===== src/rtl/fetch_pkg.sv =====
// fetch_pkg: shared types and constants for the instruction-fetch stage.
//   FETCH_ADDR_W / FETCH_DATA_W : default PC/address and instruction widths
//   FETCH_RESET_PC              : default PC loaded on reset
//   fetch_entry_t               : one buffered instruction with its PC
//   occ_width()                 : width needed to hold an occupancy of 0..depth
package fetch_pkg;

  localparam int unsigned FETCH_ADDR_W = 32;
  localparam int unsigned FETCH_DATA_W = 32;
  localparam logic [FETCH_ADDR_W-1:0] FETCH_RESET_PC = '0;

  typedef struct packed {
    logic [FETCH_DATA_W-1:0] ir;
    logic [FETCH_ADDR_W-1:0] pc;
  } fetch_entry_t;

  // One extra bit so a completely full FIFO (count == depth) is representable.
  function automatic int unsigned occ_width(input int unsigned depth);
    return $clog2(depth) + 1;
  endfunction

endpackage


===== src/rtl/fetch_fifo.sv =====
// fetch_fifo: DEPTH-entry synchronous FIFO of fetch_entry_t.
//   clk, rst_n : clock (rising edge), asynchronous active-low reset
//   push/wdata : write an entry this cycle
//   pop        : retire the head entry this cycle (ignored when empty)
//   flush      : discard everything at the next edge; overrides push and pop
//   rdata      : head entry (registered storage, valid when !empty)
//   full/empty : occupancy flags
//   count      : current occupancy, 0..DEPTH
// DEPTH must be a power of two so the pointers wrap naturally.
module fetch_fifo
  import fetch_pkg::*;
#(
  parameter int unsigned DEPTH = 4,
  parameter int unsigned CNT_W = occ_width(DEPTH)
) (
  input  logic               clk,
  input  logic               rst_n,
  input  logic               push,
  input  fetch_entry_t       wdata,
  input  logic               pop,
  input  logic               flush,
  output fetch_entry_t       rdata,
  output logic               full,
  output logic               empty,
  output logic [CNT_W-1:0]   count
);

  localparam int unsigned PTR_W = $clog2(DEPTH);

  fetch_entry_t     mem [DEPTH];
  logic [PTR_W-1:0] rd_ptr;
  logic [PTR_W-1:0] wr_ptr;
  logic             do_pop;

  assign do_pop = pop && !empty;
  assign empty  = (count == '0);
  assign full   = (count == CNT_W'(DEPTH));
  assign rdata  = mem[rd_ptr];

  // Storage is cleared on reset so the head reads as zero before anything
  // has ever been written; a flush only rewinds the pointers.
  always_ff @(posedge clk or negedge rst_n) begin
    if (!rst_n) begin
      rd_ptr <= '0;
      wr_ptr <= '0;
      count  <= '0;
      for (int i = 0; i < int'(DEPTH); i++) begin
        mem[i] <= '0;
      end
    end else if (flush) begin
      rd_ptr <= '0;
      wr_ptr <= '0;
      count  <= '0;
    end else begin
      if (push) begin
        mem[wr_ptr] <= wdata;
        wr_ptr      <= wr_ptr + PTR_W'(1);
      end
      if (do_pop) begin
        rd_ptr <= rd_ptr + PTR_W'(1);
      end
      count <= count + CNT_W'(push) - CNT_W'(do_pop);
    end
  end

endmodule


===== src/rtl/fetch_unit.sv =====
// fetch_unit: instruction-fetch stage feeding the single-cycle core.
// Owns the PC, issues word-addressed requests to instruction memory (data
// returns exactly one cycle later), buffers {ir, pc} in a prefetch FIFO and
// hands instructions downstream over valid/ready. A redirect flushes all
// buffered and in-flight instructions and restarts fetch at redirect_pc.
//   clk, rst_n                  : clock, asynchronous active-low reset
//   imem_req, imem_addr         : fetch request and its word address
//   imem_rdata                  : instruction for last cycle's request
//   redirect_valid, redirect_pc : branch/jump redirect
//   out_valid, out_ready        : downstream handshake
//   out_ir, out_pc              : instruction and its address
// Build option FETCH_BYPASS_EN: when the FIFO is empty an arriving response is
// presented combinationally in its arrival cycle (latency 1 instead of 2) and
// is not written to the FIFO if it is accepted in that same cycle.
module fetch_unit
  import fetch_pkg::*;
#(
  parameter int unsigned       ADDR_W   = FETCH_ADDR_W,
  parameter int unsigned       DATA_W   = FETCH_DATA_W,
  parameter int unsigned       DEPTH    = 4,
  parameter logic [ADDR_W-1:0] RESET_PC = FETCH_RESET_PC
) (
  input  logic              clk,
  input  logic              rst_n,
  output logic              imem_req,
  output logic [ADDR_W-1:0] imem_addr,
  input  logic [DATA_W-1:0] imem_rdata,
  input  logic              redirect_valid,
  input  logic [ADDR_W-1:0] redirect_pc,
  output logic              out_valid,
  input  logic              out_ready,
  output logic [DATA_W-1:0] out_ir,
  output logic [ADDR_W-1:0] out_pc
);

  localparam int unsigned CNT_W = occ_width(DEPTH);
  localparam int unsigned SUM_W = CNT_W + 1;

  logic [ADDR_W-1:0] fpc;
  logic [ADDR_W-1:0] inflight_pc;
  logic              inflight;
  logic [CNT_W-1:0]  count;
  logic              full;
  logic              empty;
  logic              arrive;
  logic              push;
  logic              pop;
  logic [SUM_W-1:0]  credit_used;
  fetch_entry_t      wdata;
  fetch_entry_t      head;

  // A request is only issued when its response is guaranteed a FIFO slot:
  // buffered entries plus the one possibly in flight must leave room.
  // rst_n gates the request so it drops the moment reset is asserted.
  assign credit_used = SUM_W'(count) + SUM_W'(inflight);
  assign imem_req    = rst_n && !redirect_valid && (credit_used < SUM_W'(DEPTH));
  assign imem_addr   = fpc;

  // Memory latency is exactly one cycle, so the only response that can be
  // killed is the one arriving in the redirect cycle itself; gating the
  // arrival with redirect_valid discards it.
  assign arrive = inflight && !redirect_valid;
  assign wdata  = '{ir: imem_rdata, pc: inflight_pc};

`ifdef FETCH_BYPASS_EN
  logic bypass;

  assign bypass    = empty && arrive;
  assign push      = arrive && !(bypass && out_ready);
  assign out_valid = !empty || bypass;
  assign out_ir    = bypass ? imem_rdata : head.ir;
  assign out_pc    = bypass ? inflight_pc : head.pc;
`else
  assign push      = arrive;
  assign out_valid = !empty;
  assign out_ir    = head.ir;
  assign out_pc    = head.pc;
`endif

  // A consumed bypass instruction never entered the FIFO, so only pop when
  // the FIFO is actually supplying the head.
  assign pop = out_valid && out_ready && !empty;

  // PC and in-flight tracking. A redirect wins over any request and cancels
  // the outstanding response; the next request goes to redirect_pc.
  always_ff @(posedge clk or negedge rst_n) begin
    if (!rst_n) begin
      fpc         <= RESET_PC;
      inflight    <= 1'b0;
      inflight_pc <= RESET_PC;
    end else if (redirect_valid) begin
      fpc         <= redirect_pc;
      inflight    <= 1'b0;
    end else begin
      inflight <= imem_req;
      if (imem_req) begin
        inflight_pc <= fpc;
        fpc         <= fpc + ADDR_W'(1);
      end
    end
  end

  fetch_fifo #(
    .DEPTH (DEPTH),
    .CNT_W (CNT_W)
  ) u_fifo (
    .clk   (clk),
    .rst_n (rst_n),
    .push  (push),
    .wdata (wdata),
    .pop   (pop),
    .flush (redirect_valid),
    .rdata (head),
    .full  (full),
    .empty (empty),
    .count (count)
  );

  // The credit rule must make a push into a full FIFO impossible unless the
  // head leaves in the same cycle.
  no_overflow: assert property (@(posedge clk) disable iff (!rst_n)
                                !(push && full && !pop));

endmodule


===== config.mk =====
export PLATFORM = sky130hd
export DESIGN_NAME = fetch_unit
export DESIGN_NICKNAME = d
export VERILOG_FILES = /design/src/rtl/fetch_pkg.sv /design/src/rtl/fetch_fifo.sv /design/src/rtl/fetch_unit.sv
export SDC_FILE = /design/constraint.sdc
export NUM_CORES = 1
export LEC_CHECK = 0
export ABC_AREA = 1
export BUFFER_PORTS_ARGS = -buffer_cell sky130_fd_sc_hd__buf_2
export CAP_MARGIN = 40
export CORE_AREA = 3 3 198 200
export CTS_BUF_LIST = sky130_fd_sc_hd__clkbuf_4
export CTS_CLUSTER_DIAMETER = 150
export DETAILED_ROUTE_END_ITERATION = 8
export DIE_AREA = 0 0 201 203
export HOLD_SLACK_MARGIN = 0.08
export SYNTH_ARGS = -nofsm -noshare
export SYNTH_HDL_FRONTEND = slang
export SYNTH_SLANG_ARGS = --single-unit
export TNS_END_PERCENT = 20

===== constraint.sdc =====
create_clock -name clk -period 3.6 [get_ports clk]
set_input_delay 0.9 -clock clk [delete_from_list [all_inputs] [get_ports clk]]
set_output_delay 0.9 -clock clk [all_outputs]
set_load 0.01 [all_outputs]

==> results of run 1 <==
## logic make-up (layout without fill, tap and decap cells)
kind of cell    after synthesis  after routing  share of synthesized area, %
xor+xnor                      3              3                        0.1759
compound gates              496            496                         17.19
buf+inv                     249            473                         7.152
other cells                   0              1                             0
simple gates                741            741                         19.74
fa+ha+maj                     9              9                        0.8040
flops                       328            328                         54.94
## synth_stat cells (2+ instances only)
master,number,area share (%)
nand2_2,4,0.17
buf_6,5,0.38
clkbuf_1,38,0.95
ha_1,8,0.67
buf_2,44,1.5
a21oi_1,2,0.067
xor2_1,2,0.12
o22ai_1,64,2.7
nor2_4,5,0.38
buf_4,3,0.15
nor2_1,178,4.5
nand2_1,470,12
nand3_1,77,2.6
nor2_2,2,0.084
inv_2,2,0.050
inv_1,131,3.3
dfrtp_1,328,55
nand3b_1,2,0.10
o21ai_0,428,14
clkbuf_2,24,0.80
## through the flow
| stage | hold slack [ps] | total power, mW | cell area (um2) | worst slack (ps) |
|---|---|---|---|---|
| 6_report | 274.5 | 12.11 | 17300 | 216.9 |
| 5_1_grt | 317.0 | 13.10 | 17300 | 21.13 |
| 4_1_cts | 304.2 | 12.31 | 17300 | 159.8 |
| 3_5_place_dp | 467.4 | 8.892 | 16180 | 885.1 |
| 3_3_place_gp | 460.9 | 8.825 | 16180 | 895.9 |
| 2_1_floorplan | 447.8 | 7.391 | 14940 | 1174 |
## where the power goes
group          switching [mW]  internal, mW  leakage, nW  total, mW
logic                    2.25          1.33         3.62       3.57
clock network            1.52          1.80        0.665       3.32
registers               0.591          4.63         4.33       5.22
total                    4.35          7.76         8.61       12.1
## per-layer routing
layer  GRT usage (%)  vias to the layer above
met2           29.33                      388
met4           5.972                        0
li1                -                     6344
met1           27.56                     5967
met5               0                        -
met3           4.778                       59
## how the worst max path moves through the flow
stage	startpoint	endpoint	slack (ps)	cells past startpoint
6_report	u_fifo.rd_ptr[1]	out_pc[15]	220	4
5_1_grt	u_fifo.rd_ptr[1]	out_ir[31]	20	4
3_5_place_dp	rst_n	imem_addr[15]	890	11
3_3_place_gp	rst_n	imem_addr[16]	900	11
4_1_cts	u_fifo.rd_ptr[1]	out_pc[15]	160	4
2_1_floorplan	rst_n	imem_req	1170	7
## state kept, by name, indices dropped and copies added (netlist names)
| signal | count |
|---|---|
| u_fifo.wr_ptr | 2 |
| inflight_pc | 32 |
| imem_addr | 32 |
| inflight | 1 |
| u_fifo.rd_ptr | 2 |
| u_fifo.count | 3 |
| u_fifo.mem | 256 |
## critical path: cells and delay by family (launching register included)
kind,cells,cell delay (ps)
AO/OA/AOI/OAI,2,530
buffers and inverters,2,860
flip-flops,1,360
## final cells by class
class	instances	area (um2)	area share (%)
well taps	511	639.4	3.695
diodes	1	2.502	0.01446
clock inverters	20	131.4	0.7593
flip-flops and latches	328	8213	47.47
clock buffers	132	991.0	5.728
inverters	134	504.2	2.914
repair buffers	187	1126	6.509
multi-input cells	1249	5694	32.91
==> qor.yml, run 1 <==
synth:
  syn-mean-instance-area_um2: 8.182
  ys_warn_count: 0
  syn_area_um2: 14940
  ys_types: 29
  synth_nets: 1903
  synth_edf_count: 0
  yosysSeqAreaShare_pct: 54.94
  synthFlopType: "dfrtp_1"
  async_flop_share_pct: 100.0
  ys_ff_latch: 328
  netlist_instances: 1826
drt:
  dr_wl_met3_mm: 2.601
  met2_length_mm: 17.29
  ant_nets: 0
  highest_layer: "met4"
  met1Wirelength_mm: 18.75
  vias: 12760
  routed_wl_mm: 39.42
  wire_per_inst_um: 15.39
  drtPass1Iterations: 5
  drt_iter0_drc: 844
  viasPerCell: 4.980
  drc: 0
worst_setup_path:
  crit_arrival_ps: 2480
  crit_fanout: 64
  required_ps: 2700
  reg2reg_depth: 10
  slowest_stage: "buf_4"
  crit_chain: "buf_4 > o21ai_0 > o22ai_1 > buf_2"
  r2r_end: "imem_addr[4]"
  critPathCaptureType: "output pin"
  ff2ff_setup_slack_ps: 1440
  critPathKind: "flip-flop to output pin"
  crit_path_start_kind: "flip-flop"
  max_stage_delay_ps: 660
  timing.rr.start: "u_fifo.count[1]"
cts:
  holdBufCountCts: 0
  cts_tree: "built"
  clock_latency_ps: 730
  cts_resized: 0
  clkSlewWorstSetupHoldPaths_ps: 70
  cts_sinks: 328
  cts-root-buf: "clkbuf_4"
  post_cts_buffers: 0
  numCtsBuffers: 90
  ctsLongestPathBuffers: 3
  htreeDepth: 3
worst_hold_path:
  hp-class: "input port to asynchronous set/reset pin"
global_route:
  grtUsageTotal_pct: 19.37
  grt_overflow: 0
  grt_max_degree: 172
  grt_pass1_vias: 12490
  grt_first_pass_wirelength_mm: 65.03
  antenna_found_initial: 1
sta:
  relSlewSlack_pct: 34.70
  setup_viol: 0
  worst_pin_slew_ps: 979.5
  fmax_ghz: 0.2956
  drv_slew: 0
  min_period_ps: 3383
  tns_ps: 0
  grt_setup_unrepaired: "false"
  post-route-period-util_pct: 93.98
  fin_skew_ps: 22.34
  hold_violations: 0
place:
  port_buffers: 165
  place_inst: 2409
  gp_congestion: 0.9228
  dpl.hpwl_mm: 24.25
power:
  p_per_area_nw_per_um2: 700.1
  irDropWorstVdd_mv: 0.2722
  p_leak_nw: 8.613
run_status:
  status: "completed"
die:
  start_util_pct: 39.76
  num_rows: 71
  die_area_um2: 40800
  core_um2: 37580
  die_h_um: 203
  die_x_um: 201
  io-pin-count: 166
finish:
  instances_no_fill: 2562
  n_fill_cell: 3796
  final_common_cell: "nand2_1"
  final_core_util_pct: 46.04
  syn_to_final_growth_pct: 15.80
  layout_common_cells: "nand2_1 (466), o21ai_0 (428), dfrtp_1 (326), nor2_1 (178), buf_2 (164)"
  fin_nets: 2067
  layout-drive-gt1-share_pct: 16.88
job:
  maxCapViolations: 0
No activity file was read; power rests on OpenSTA's default activity.
==> run 2: changes to the inputs <==
- PLACE_DENSITY_LB_ADDON: default -> 0.05
==> run 2 against run 1 <==
Critical path depth up 1. Register-to-register slack worse by 20 ps. Cell count up 0.74%. Core utilization up 0.37 points. Global-route usage up 1.1 points. Via count up 0.71%. Fmax down 0.50%. Routed wire length up 5.3%. Critical endpoint is now out_pc[12]. Cell area up 0.81%.
==> qor.yml, run 2 (synthesized netlist as in run 1, its figures left out) <==
run_status:
  status: "completed"  # unchanged
sta:
  drv_slew: 0  # unchanged
  hold_violations: 0  # unchanged
  post-route-period-util_pct: 94.45  # was 93.98%
  grt_setup_unrepaired: "false"  # unchanged
  tns_ps: 0  # unchanged
  min_period_ps: 3400  # was 3383 ps
  worst_pin_slew_ps: 893.9  # was 979.5 ps
  fmax_ghz: 0.2941  # was 0.2956 GHz
  fin_skew_ps: 34.19  # was 22.34 ps
  relSlewSlack_pct: 40.41  # was 34.70%
  setup_viol: 0  # unchanged
worst_setup_path:
  crit_path_start_kind: "flip-flop"  # unchanged
  slowest_stage: "dfrtp_4"  # was buf_4
  critPathKind: "flip-flop to output pin"  # unchanged
  critPathCaptureType: "output pin"  # unchanged
  max_stage_delay_ps: 630  # was 660 ps
  crit_fanout: 25  # was 64
  crit_arrival_ps: 2500  # was 2480 ps
  path_buf_inv: 3  # was 2
  crit_chain: "inv_4 > buf_4 > nor2_1 > o22ai_1 > buf_2"  # was buf_4 > o21ai_0 > o22ai_1 > buf_2
  required_ps: 2700  # about the same
  cp_top_family: "buffers and inverters"  # unchanged
place:
  port_buffers: 165  # unchanged
  place_inst: 2417  # was 2409
  placed_area_um2: 16220  # was 16180 um2
  gp_congestion: 0.8245  # was 0.9228
  dpl.hpwl_mm: 26.01  # was 24.25 mm
die:
  num_rows: 71  # unchanged
  die_area_um2: 40800  # unchanged
  core_um2: 37580  # unchanged
  start_util_pct: 39.76  # unchanged
  die_x_um: 201  # unchanged
  die_h_um: 203  # unchanged
  io-pin-count: 166  # unchanged
finish:
  layout-drive-gt1-share_pct: 17.61  # was 16.88%
  final_core_util_pct: 46.42  # was 46.04%
  largest_register_ffs: 256  # unchanged
  final_common_cell: "nand2_1"  # unchanged
  syn_to_final_growth_pct: 16.74  # was 15.80%
  final_cell_area_um2: 17440  # was 17300 um2
  instances_no_fill: 2581  # was 2562
  layout_common_cells: "nand2_1 (466), o21ai_0 (428), dfrtp_1 (326), nor2_1 (178), buf_2 (164)"  # unchanged
  regMostFlops: "u_fifo.mem"  # unchanged
  fin_nets: 2080  # was 2067
drt:
  vias: 12850  # was 12760
  ant_nets: 0  # unchanged
  wire_per_inst_um: 16.08  # was 15.39 um
  drt_iter0_drc: 722  # was 844
  routed_wl_mm: 41.51  # was 39.42 mm
  drtPass1Iterations: 5  # unchanged
  drc: 0  # unchanged
  viasPerCell: 4.978  # was 4.980
global_route:
  grt_pass1_vias: 12830  # was 12490
  grtUsageTotal_pct: 20.49  # was 19.37%
  grt_first_pass_wirelength_mm: 67.85  # was 65.03 mm
  grt_overflow: 0  # unchanged
  grt_max_degree: 154  # was 172
  antenna_found_initial: 2  # was 1
job:
  maxCapViolations: 0  # unchanged
cts:
  clock_latency_ps: 750  # was 730 ps
  cts_sinks: 328  # unchanged
  cts_tree: "built"  # unchanged
  htreeDepth: 3  # unchanged
  numCtsBuffers: 94  # was 90
  clkSlewWorstSetupHoldPaths_ps: 70  # about the same
  holdBufCountCts: 0  # unchanged
  cts-root-buf: "clkbuf_4"  # unchanged
  ctsLongestPathBuffers: 3  # unchanged
power:
  p_leak_nw: 8.693  # was 8.613 nW
  p_per_area_nw_per_um2: 705.7  # was 700.1 nW/um2
  irDropWorstVdd_mv: 0.2374  # was 0.2722 mV
  power.total_mw: 12.31  # was 12.11 mW
worst_hold_path:
  hp-class: "input port to asynchronous set/reset pin"  # unchanged
## run 2: per-layer routing
metal	share of wire (%)	global-route usage (%)
met1	47	27.82
met2	46	32.55
met3	4.8	4.714
met4	2.1	6.926
met5	0	0
## run 2: metrics by stage
step | setup WS (ps) | hold WS (ps)
after floorplan | 1174 | 447.8
after global placement | 864.2 | 460.9
after detailed placement | 865.9 | 467.9
after CTS | 5.743 | 190.2
after global routing | 20.78 | 227.5
final | 199.9 | 266.5
## run 2: cell type report
cell class                      count  area [um2]
Clock inverter                     21       138.9
Clock buffer                      139        1044
Fill cell                        3848       20140
Multi-Input combinational cell   1249        5694
Timing Repair Buffer              196        1200
Sequential cell                   328        8213
Inverter                          134       505.5
Tap cell                          511       639.4
Antenna cell                        3       7.507
## run 2: path summary, 6_finish.rpt
path                                   from              end  slack, ps  depth (start not counted)
setup / recovery           u_fifo.rd_ptr[0]       out_pc[12]        200                          5
hold / removal                        rst_n    u_fifo.mem[4]        270                          2
setup reg to reg            u_fifo.count[1]  u_fifo.count[2]       1420                          9
hold reg to reg             u_fifo.mem[185]  u_fifo.mem[185]        480                          2
max in group asynchronous             rst_n  u_fifo.mem[161]       2070                          3
min in group clk            redirect_pc[13]    imem_addr[13]        380                          3
## run 2: power breakdown
group / leakage, nW / internal (mW) / total, mW / switching [mW]
logic: 3.66 / 1.35 / 3.62 / 2.27
registers: 4.33 / 4.63 / 5.25 / 0.624
clock network: 0.700 / 1.89 / 3.44 / 1.55
## run 2: what timing repair did
item / in CTS / in global routing
endpoints found under the setup margin: 0 / 26
buffers inserted: 0 / 1
gates resized for setup: 0 / 1
